[src/rtl/elevator_pkg.sv]
// Shared definitions for the elevator controller and its request scheduler:
// floor geometry, both blocks' state encodings, and a floor-to-bitmask helper.
package elevator_pkg;

    localparam int unsigned NUM_FLOORS = 10;  // served floors 0 .. NUM_FLOORS-1, max 16
    localparam int unsigned FLOOR_W    = 4;   // floor index width

    // Scheduler states
    typedef enum logic [1:0] {
        SCHED_IDLE  = 2'd0,
        SCHED_SERVE = 2'd1,
        SCHED_DWELL = 2'd2
    } sched_state_t;

    // Motion controller states, kept here so both blocks decode the same values
    typedef enum logic [1:0] {
        CTRL_IDLE      = 2'd0,
        CTRL_MOVE_UP   = 2'd1,
        CTRL_MOVE_DOWN = 2'd2,
        CTRL_DOOR      = 2'd3
    } ctrl_state_t;

    // One-hot pending-set mask for a floor; indices past the top floor give zero
    function automatic logic [NUM_FLOORS-1:0] floor_mask(input logic [FLOOR_W-1:0] f);
        return NUM_FLOORS'(1) << f;
    endfunction

endpackage

[src/rtl/floor_request_scheduler_scan_picker.sv]
// SCAN destination picker: keeps the current direction while requests remain
// ahead of the car, otherwise reverses. Purely combinational.
module scan_picker
    import elevator_pkg::*;
(
    input  logic [NUM_FLOORS-1:0] pending,
    input  logic [FLOOR_W-1:0]    current_floor,
    input  logic                  dir_up,
    output logic                  found,
    output logic [FLOOR_W-1:0]    pick_floor,
    output logic                  pick_dir_up
);

    logic                 lo_ge_found, hi_lt_found, hi_le_found, lo_gt_found;
    logic [FLOOR_W-1:0]   lo_ge, hi_lt, hi_le, lo_gt;

    // Nearest pending floor on each side of the car (at/above, below, at/below, above)
    always_comb begin
        lo_ge_found = 1'b0;
        hi_lt_found = 1'b0;
        hi_le_found = 1'b0;
        lo_gt_found = 1'b0;
        lo_ge       = '0;
        hi_lt       = '0;
        hi_le       = '0;
        lo_gt       = '0;
        // Descending scan: the last hit is the lowest matching floor
        for (int i = int'(NUM_FLOORS) - 1; i >= 0; i--) begin
            if (pending[i] && (FLOOR_W'(i) >= current_floor)) begin
                lo_ge_found = 1'b1;
                lo_ge       = FLOOR_W'(i);
            end
            if (pending[i] && (FLOOR_W'(i) > current_floor)) begin
                lo_gt_found = 1'b1;
                lo_gt       = FLOOR_W'(i);
            end
        end
        // Ascending scan: the last hit is the highest matching floor
        for (int j = 0; j < int'(NUM_FLOORS); j++) begin
            if (pending[j] && (FLOOR_W'(j) < current_floor)) begin
                hi_lt_found = 1'b1;
                hi_lt       = FLOOR_W'(j);
            end
            if (pending[j] && (FLOOR_W'(j) <= current_floor)) begin
                hi_le_found = 1'b1;
                hi_le       = FLOOR_W'(j);
            end
        end
    end

    // Keep direction if something lies ahead, otherwise reverse
    always_comb begin
        found       = |pending;
        pick_floor  = '0;
        pick_dir_up = dir_up;
        if (dir_up) begin
            if (lo_ge_found) begin
                pick_floor  = lo_ge;
                pick_dir_up = 1'b1;
            end else if (hi_lt_found) begin
                pick_floor  = hi_lt;
                pick_dir_up = 1'b0;
            end
        end else begin
            if (hi_le_found) begin
                pick_floor  = hi_le;
                pick_dir_up = 1'b0;
            end else if (lo_gt_found) begin
                pick_floor  = lo_gt;
                pick_dir_up = 1'b1;
            end
        end
    end

endmodule

[src/rtl/floor_request_scheduler.sv]
// Elevator request scheduler: latches hall/car calls into a pending set, picks
// the next stop with SCAN, holds it as target_floor until the car arrives, then
// keeps the door open for DWELL_CYCLES before serving the next stop.
//
// Call handshake: call_valid is a single-cycle pulse qualifying call_floor.
// There is no ready; every in-range call is accepted on the edge it is sampled,
// and out-of-range floors are silently dropped.
module floor_request_scheduler
    import elevator_pkg::*;
#(
    parameter int unsigned DWELL_CYCLES = 10000000
)
(
    input  logic                  clk,
    input  logic                  reset,
    input  logic                  call_valid,
    input  logic [FLOOR_W-1:0]    call_floor,
    input  logic [FLOOR_W-1:0]    current_floor,
    input  logic                  car_idle,
    output logic [FLOOR_W-1:0]    target_floor,
    output logic                  target_valid,
    output logic                  door_open,
    output logic                  dir_up,
    output logic [NUM_FLOORS-1:0] pending,
    output sched_state_t          fsm_state
);

    localparam int unsigned     CNT_W      = $clog2(DWELL_CYCLES + 1);
    localparam logic [CNT_W-1:0] DWELL_LOAD = CNT_W'(DWELL_CYCLES);

    sched_state_t          state_next;
    logic [CNT_W-1:0]      dwell_cnt, dwell_cnt_next;
    logic [FLOOR_W-1:0]    target_next;
    logic                  dir_next;
    logic [NUM_FLOORS-1:0] pending_next, set_mask, clr_mask;

    logic                  pick_found;
    logic [FLOOR_W-1:0]    pick_floor;
    logic                  pick_dir_up;

    logic                  call_ok, call_is_target, arrival;

    assign call_ok        = call_valid && (32'(call_floor) < NUM_FLOORS);
    assign call_is_target = call_ok && (call_floor == target_floor);
    // car_idle alone is not enough: the controller is idle on the first SERVE cycle
    assign arrival        = (fsm_state == SCHED_SERVE) && car_idle &&
                            (current_floor == target_floor);

    scan_picker u_scan_picker (
        .pending       (pending),
        .current_floor (current_floor),
        .dir_up        (dir_up),
        .found         (pick_found),
        .pick_floor    (pick_floor),
        .pick_dir_up   (pick_dir_up)
    );

    // Next-state, next-target and pending-set update
    always_comb begin
        state_next     = fsm_state;
        target_next    = target_floor;
        dir_next       = dir_up;
        dwell_cnt_next = dwell_cnt;
        set_mask       = call_ok ? floor_mask(call_floor) : '0;
        clr_mask       = '0;
        case (fsm_state)
            SCHED_IDLE: begin
                if (pick_found) begin
                    target_next = pick_floor;
                    dir_next    = pick_dir_up;
                    state_next  = SCHED_SERVE;
                end
            end
            SCHED_SERVE: begin
                if (arrival) begin
                    // Clear wins over a same-cycle call for the floor being reached
                    clr_mask       = floor_mask(target_floor);
                    dwell_cnt_next = DWELL_LOAD;
                    state_next     = SCHED_DWELL;
                end
            end
            SCHED_DWELL: begin
                if (call_is_target) begin
                    // Someone pressed for this floor while the door is open: keep it open
                    set_mask       = '0;
                    dwell_cnt_next = DWELL_LOAD;
                end else if (dwell_cnt <= CNT_W'(1)) begin
                    dwell_cnt_next = '0;
                    state_next     = SCHED_IDLE;
                end else begin
                    dwell_cnt_next = dwell_cnt - 1'b1;
                end
            end
            default: begin
                state_next = SCHED_IDLE;
            end
        endcase
        pending_next = (pending | set_mask) & ~clr_mask;
    end

    // State register and registered outputs
    always_ff @(posedge clk or posedge reset) begin
        if (reset) begin
            fsm_state    <= SCHED_IDLE;
            pending      <= '0;
            target_floor <= '0;
            target_valid <= 1'b0;
            door_open    <= 1'b0;
            dir_up       <= 1'b1;
            dwell_cnt    <= '0;
        end else begin
            fsm_state    <= state_next;
            pending      <= pending_next;
            target_floor <= target_next;
            target_valid <= (state_next == SCHED_SERVE);
            door_open    <= (state_next == SCHED_DWELL);
            dir_up       <= dir_next;
            dwell_cnt    <= dwell_cnt_next;
        end
    end

endmodule

[config.mk]
export PLATFORM = sky130hd
export DESIGN_NAME = floor_request_scheduler
export DESIGN_NICKNAME = d
export VERILOG_FILES = /design/src/rtl/elevator_pkg.sv /design/src/rtl/floor_request_scheduler_scan_picker.sv /design/src/rtl/floor_request_scheduler.sv
export SDC_FILE = /design/constraint.sdc
export NUM_CORES = 1
export LEC_CHECK = 0
export CORE_MARGIN = 1.5
export CORE_UTILIZATION = 50
export DETAILED_ROUTE_END_ITERATION = 7
export DONT_BUFFER_PORTS = 1
export GPL_ROUTABILITY_DRIVEN = 0
export PLACE_DENSITY = 0.69
export SLEW_MARGIN = 20
export SYNTH_ARGS = -nofsm -noshare
export SYNTH_HDL_FRONTEND = slang
export SYNTH_SLANG_ARGS = --single-unit
[constraint.sdc]
create_clock -name clk -period 3.2 [get_ports clk]
set_clock_uncertainty 0.15 [all_clocks]
set_input_delay 0.64 -clock clk [delete_from_list [all_inputs] [get_ports clk]]
set_output_delay 0.64 -clock clk [all_outputs]
set_load 0.05 [all_outputs]
==> flow_summary.toml, run 1 <==
[yosys]
syn_area_per_cell_um2 = 7.820
yosysSeqAreaShare_pct = 32.19
async_reset_ff_share_pct = 100.0
ys_dominant_reg_cell = "dfrtp_1"
synth-edff-count = 0
yosys_warnings = 0
synth.cell_area_um2 = 3347
yosysUniqueCellTypes = 68
synthCells = 428
synthTopCellsByCount = "nor2_1, dfrtp_1, a21oi_1, o21ai_0, clkbuf_1"
synth.area.top_cells = "dfrtp_1, a21oi_1, o21ai_0"
yosys.area.top_type = "dfrtp_1"
synth_nets = 442
synth_top_area_share_pct = 31.40
synth.most_common_cell = "nor2_1"
ys_ff_latch = 43

[cts]
path_clk_slew_ns = 0.10
numCtsBuffers = 5
h-tree-depth = 2
postCtsResizedCells = 0
cts_hold_buf = 0
root_buffer = "clkbuf_8"
post_cts_buffers = 0
max-clock-path-buffers = 2
cts_tree = "done"
clock-sinks = 43
clk_latency_ns = 0.31

[detailed_routing]
drt_pass1_iterations = 7
wl_per_cell_um = 18.14
detail-route-antenna-nets = 0
via_per_inst = 6.700
vias = 3370
wirelength_um = 9124
dr.first_iter.drc_count = 417
route.detailed.drc = 1

[pwr]
vdd_ir_drop_max_mv = 0.5576
power.density_nw_per_um2 = 845.8
p_leak_nw = 1.402

[global_route]
grt_max_degree = 33
grt_pass1_vias = 3135
antenna_found_initial = 0
grt_pass1_wl_um = 15410
gr-total-overflow = 0
grt_usage_pct = 26.31

[critical_path]
crit_top_cell = "or4_1"
cpPeakStageDelay_ns = 0.57
critPathKind = "register to register"
r2r_slack_ns = 0.18
crit_family = "simple AND/OR/NAND/NOR gates"
worstSetupStartpointType = "register"
required_ns = 3.25
cp_slowest_cell = "or4_1"
worstPathArrival_ns = 3.07
worstPathCellList = "or4_1 > or4_1 > or4_4 > nand2_2 > buf_4 > o21ai_0 > a22o_1"
worst-path-max-fanout = 8
crit_buf_inv = 1
worst_setup_path_end_kind = "register"

[outcome]
status = "finished, violations left"
violations = "design-rule violations"

[floorplan]
die_y_um = 84.82
num_io_pins = 31
rows = 29
die_area_um2 = 7194
initial_core_util_pct = 52.11
core_um2 = 6422
die_w_um = 84.82

[timing]
finalMaxSlewViolations = 0
setup_slack_ns = 0.1787
rsz0062_at_grt = "no"
setup_viol = 0
worstMarginPinSlew_ns = 0.9180
period_share_pct = 94.42
layout_min_cycle_time_ns = 3.021
hold_viol_final = 0
fmax_ghz = 0.3310
whs_ns = 0.1464
slew_headroom_pct = 38.42
fin_setup_tns_ns = 0

[worst_hold_path]
hp-class = "primary input to async pin"

[placed_design]
place_area_um2 = 3475
hpwl_um = 6511
dp_slack_ns = 0.2522
io_buffers = 0

[cells_and_area]
utilization_pct = 55.85
diodes = 0
drive_gt1_share_pct = 9.859
fin_nets = 439
fillers = 574
multi_input_area_um2 = 2072
final_cell_area_um2 = 3587
area_growth_pct = 7.178
final-seq-area_um2 = 1077

[job]
cap_violations = 0
## metal layers
metal / track usage [%] / part of all wire [%] / vias to the layer above
met2: 39.78 / 43 / 167
li1: - / - / 1611
met4: 5.961 / 0.98 / 0
met1: 39.29 / 46 / 1581
met5: 0 / 0 / -
met3: 4.961 / 9.9 / 11
## power breakdown
group / internal (mW) / switching (mW)
registers: 0.727 / 0.346
logic: 0.552 / 0.979
clock network: 0.233 / 0.197
## cell type report
| cell class | count | share of cell area [%] |
|---|---|---|
| Multi-Input combinational cell | 338 | 57.76 |
| Sequential cell | 43 | 30.03 |
| Timing Repair Buffer | 24 | 5.023 |
| Tap cell | 77 | 2.686 |
| Clock buffer | 5 | 1.918 |
| Inverter | 13 | 1.360 |
| Clock inverter | 3 | 1.221 |
## cell usage in the layout, fill, tap and decap left out, drive strengths merged, types with 3 or more instances in the layout
cell / count
nor3b: 5
buf: 24
nor4: 16
inv: 12
a32o: 3
o22a: 7
a211oi: 7
and2: 4
a21boi: 4
o21a: 6
a31oi: 16
a21o: 12
xnor2: 4
o22ai: 7
a22oi: 4
or3: 5
nor2b: 9
xor2: 4
nand2: 21
clkinv: 3
nand3: 5
nand3b: 5
o21ai: 39
or4: 6
o31a: 4
nor3: 17
a21oi: 40
nor2: 46
nand2b: 5
dfrtp: 42
clkbuf: 5
## through the flow
step | instances | total power [mW]
after floorplan | 428 | 2.184
after global placement | 495 | 2.550
after global routing | 503 | 3.237
after CTS | 503 | 3.018
after detailed placement | 495 | 2.581
final | 503 | 3.034
## registers in the layout (all words and copies together) (netlist names)
| name | cells |
|---|---|
| target_valid | 1 |
| dwell_cnt | 24 |
| dir_up | 1 |
| fsm_state | 2 |
| target_floor | 4 |
| pending | 10 |
| door_open | 1 |
## kinds of logic after synthesis
| group | count (synthesis) | synth area share, % |
|---|---|---|
| AOI/OAI and AO/OA | 174 | 33.98 |
| xor gates and xnor gates | 8 | 2.093 |
| adders and majority gates | 3 | 1.047 |
| buffers and inverters | 47 | 5.907 |
| DFF | 43 | 32.19 |
| muxes | 2 | 0.6355 |
| and+or+nand+nor | 151 | 24.15 |
## path summary, 6_finish.rpt
path,start,to,depth (start not counted)
hold reg to reg,dwell_cnt[15]$_DFFE_PP0P_,dwell_cnt[15]$_DFFE_PP0P_,1
setup reg to reg,dwell_cnt[5]$_DFFE_PP0P_,dwell_cnt[5]$_DFFE_PP0P_,7
setup / recovery,dwell_cnt[5]$_DFFE_PP0P_,dwell_cnt[5]$_DFFE_PP0P_,7
max in group asynchronous,reset,target_floor[3]$_DFFE_PP0P_,2
hold / removal,reset,dwell_cnt[1]$_DFFE_PP0P_,1
min in group clk,dwell_cnt[15]$_DFFE_PP0P_,dwell_cnt[15]$_DFFE_PP0P_,1
No activity file was read; power rests on OpenSTA's default activity.
==> run 2, diff against run 1 <==
--- a/config.mk
+++ b/config.mk
@@ -10,7 +10,7 @@
 export DETAILED_ROUTE_END_ITERATION = 7
 export DONT_BUFFER_PORTS = 1
 export GPL_ROUTABILITY_DRIVEN = 0
-export PLACE_DENSITY = 0.69
+export PLACE_DENSITY = 0.72
 export SLEW_MARGIN = 20
 export SYNTH_ARGS = -nofsm -noshare
 export SYNTH_HDL_FRONTEND = slang
==> constraint.sdc (replaced) <==
create_clock -name clk -period 2.7 [get_ports clk]
set_clock_uncertainty 0.15 [all_clocks]
set_input_delay 0.54 -clock clk [delete_from_list [all_inputs] [get_ports clk]]
set_output_delay 0.54 -clock clk [all_outputs]
set_load 0.05 [all_outputs]
==> run 2 against run 1 <==
Effect of this change:
- the flow still finishes with violations (design-rule violations)
- die area stayed put
- via count is 5.2% higher
- final cell count increased by 5.2%
==> flow_summary.toml, run 2 (synthesis results as in run 1) <==
[outcome]
status = "finished, violations left"
violations = "design-rule violations"

[cts]
cts_tree = "done"
numCtsBuffers = 5
max-clock-path-buffers = 2
h-tree-depth = 2
root_buffer = "clkbuf_8"
clk_latency_ns = 0.31
path_clk_slew_ns = 0.09
cts_hold_buf = 0
clock-sinks = 43

[detailed_routing]
drt_pass1_iterations = 7
wirelength_um = 9392
wl_per_cell_um = 17.75
via_per_inst = 6.703
dr.first_iter.drc_count = 400
met3WireLength_um = 738
maxUsedRoutingLayer = "met4"
drt-met1-wl_um = 4292
detail-route-antenna-nets = 0
wl_met2_um = 4184
vias = 3546
route.detailed.drc = 2

[job]
cap_violations = 0

[critical_path]
crit_family = "simple AND/OR/NAND/NOR gates"
crit_buf_inv = 1
critPathKind = "register to register"
crit_top_cell = "or4_4"
worstPathCellList = "or4_4 > or4_4 > or4_4 > nand2_8 > buf_12 > o21ai_0 > a21o_1"
cpPeakStageDelay_ns = 0.54
cp_slowest_cell = "or4_4"
worst_setup_path_end_kind = "register"
worst-path-max-fanout = 10
required_ns = 2.76
worstPathArrival_ns = 2.76
worstSetupStartpointType = "register"

[timing]
period_share_pct = 99.95
hold_viol_final = 0
rsz0062_at_grt = "yes"
slew_headroom_pct = 60.61
layout_min_cycle_time_ns = 2.699
setup_slack_ns = 0.001288
fin_setup_tns_ns = 0
finalMaxSlewViolations = 0
worstMarginPinSlew_ns = 0.5900
fmax_ghz = 0.3705
setup_viol = 0

[cells_and_area]
diodes = 0
layout_common_cells = "buf_4, nor2_1, dfrtp_1"
finalNonFillerCells = 529
area_growth_pct = 13.76
top_register = "dwell_cnt"
fin_nets = 465
largest_reg_flops = 24
layout_commonest_cell = "buf_4"
reg_top3 = "dwell_cnt: 24 flops, pending: 10 flops, target_floor: 4 flops"
drive_gt1_share_pct = 15.93

[floorplan]
die_area_um2 = 7194
die_y_um = 84.82
die_w_um = 84.82
num_io_pins = 31
initial_core_util_pct = 52.11
rows = 29
core_um2 = 6422

[pwr]
finalPower_mw = 3.656
vdd_ir_drop_max_mv = 0.5714
p_leak_nw = 1.519
power.density_nw_per_um2 = 960.2

[global_route]
grt_pass1_vias = 3220
antenna_found_initial = 0
gr-total-overflow = 0
grt_usage_pct = 27.37
grt_pass1_wl_um = 15930
grt_max_degree = 33

[worst_hold_path]
hp-class = "primary input to async pin"

[placed_design]
dp_slack_ns = -0.01695
placed_cells = 519
hpwl_um = 6872
io_buffers = 0
run 2: changes by cell type in the layout (fill, tap and decap cells not counted), sizes merged:
cell,previous run,this run
clkinv,3,0
inv,12,14
buf,24,49
clkinvlp,0,2
nand2,21,22
bufinv,1,0
run 2: metal layers:
layer	up-vias	global-route usage, %
li1	1674	-
met1	1712	40.62
met2	143	40.87
met3	17	4.475
met4	0	8.942
met5	-	0
run 2: worst paths after layout:
kind,from,endpoint,slack (ns),cells after the start
setup / recovery,dwell_cnt[8]$_DFFE_PP0P_,dwell_cnt[17]$_DFFE_PP0P_,0.001,7
hold / removal,reset,dwell_cnt[13]$_DFFE_PP0P_,0.02,1
setup reg to reg,dwell_cnt[8]$_DFFE_PP0P_,dwell_cnt[17]$_DFFE_PP0P_,0.001,7
hold reg to reg,dwell_cnt[22]$_DFFE_PP0P_,dwell_cnt[22]$_DFFE_PP0P_,0.38,1
max in group asynchronous,reset,fsm_state[0]$_DFF_PP0_,1.75,2
min in group clk,call_floor[0],pending[9]$_DFF_PP0_,0.27,2
run 2: what timing repair did:
item / in CTS / in global routing
pin swaps: 0 / 2
setup buffers: 1 / 0
gates resized for setup: 3 / 4
gates cloned: 1 / 0
endpoints found under the setup margin: 8 / 11
run 2: final cells by class:
type / instances / area (um^2)
Fill cell: 571 / 2615
Multi-Input combinational cell: 339 / 2108
Tap cell: 77 / 96.34
Sequential cell: 43 / 1077
Inverter: 13 / 48.80
Clock inverter: 3 / 23.77
Timing Repair Buffer: 49 / 384.1
Clock buffer: 5 / 68.82
run 2: stage by stage:
| step | hold slack [ns] | util (%) | cell area, um^2 |
|---|---|---|---|
| after floorplan | 0.3259 | - | 3358 |
| after global placement | 0.3433 | 57.18 | 3672 |
| after detailed placement | 0.3611 | 57.18 | 3672 |
| after CTS | 0.09423 | 59.17 | 3800 |
| after global routing | 0.06506 | 59.28 | 3807 |
| final | 0.02069 | 59.28 | 3807 |
run 2: worst register-to-register path, delay by kind of cell, from the launching register on:
family          cells  cell delay [ns]
simple gates        4             1.66
compound gates      2             0.27
buf+inv             1             0.12
flops               1             0.39
run 2: report_power, final:
part	total, mW	switching (mW)	internal, mW	leakage (nW)
combinational	2.02	1.26	0.759	0.969
clock	0.430	0.245	0.185	0.0408
sequential	1.21	0.343	0.863	0.510
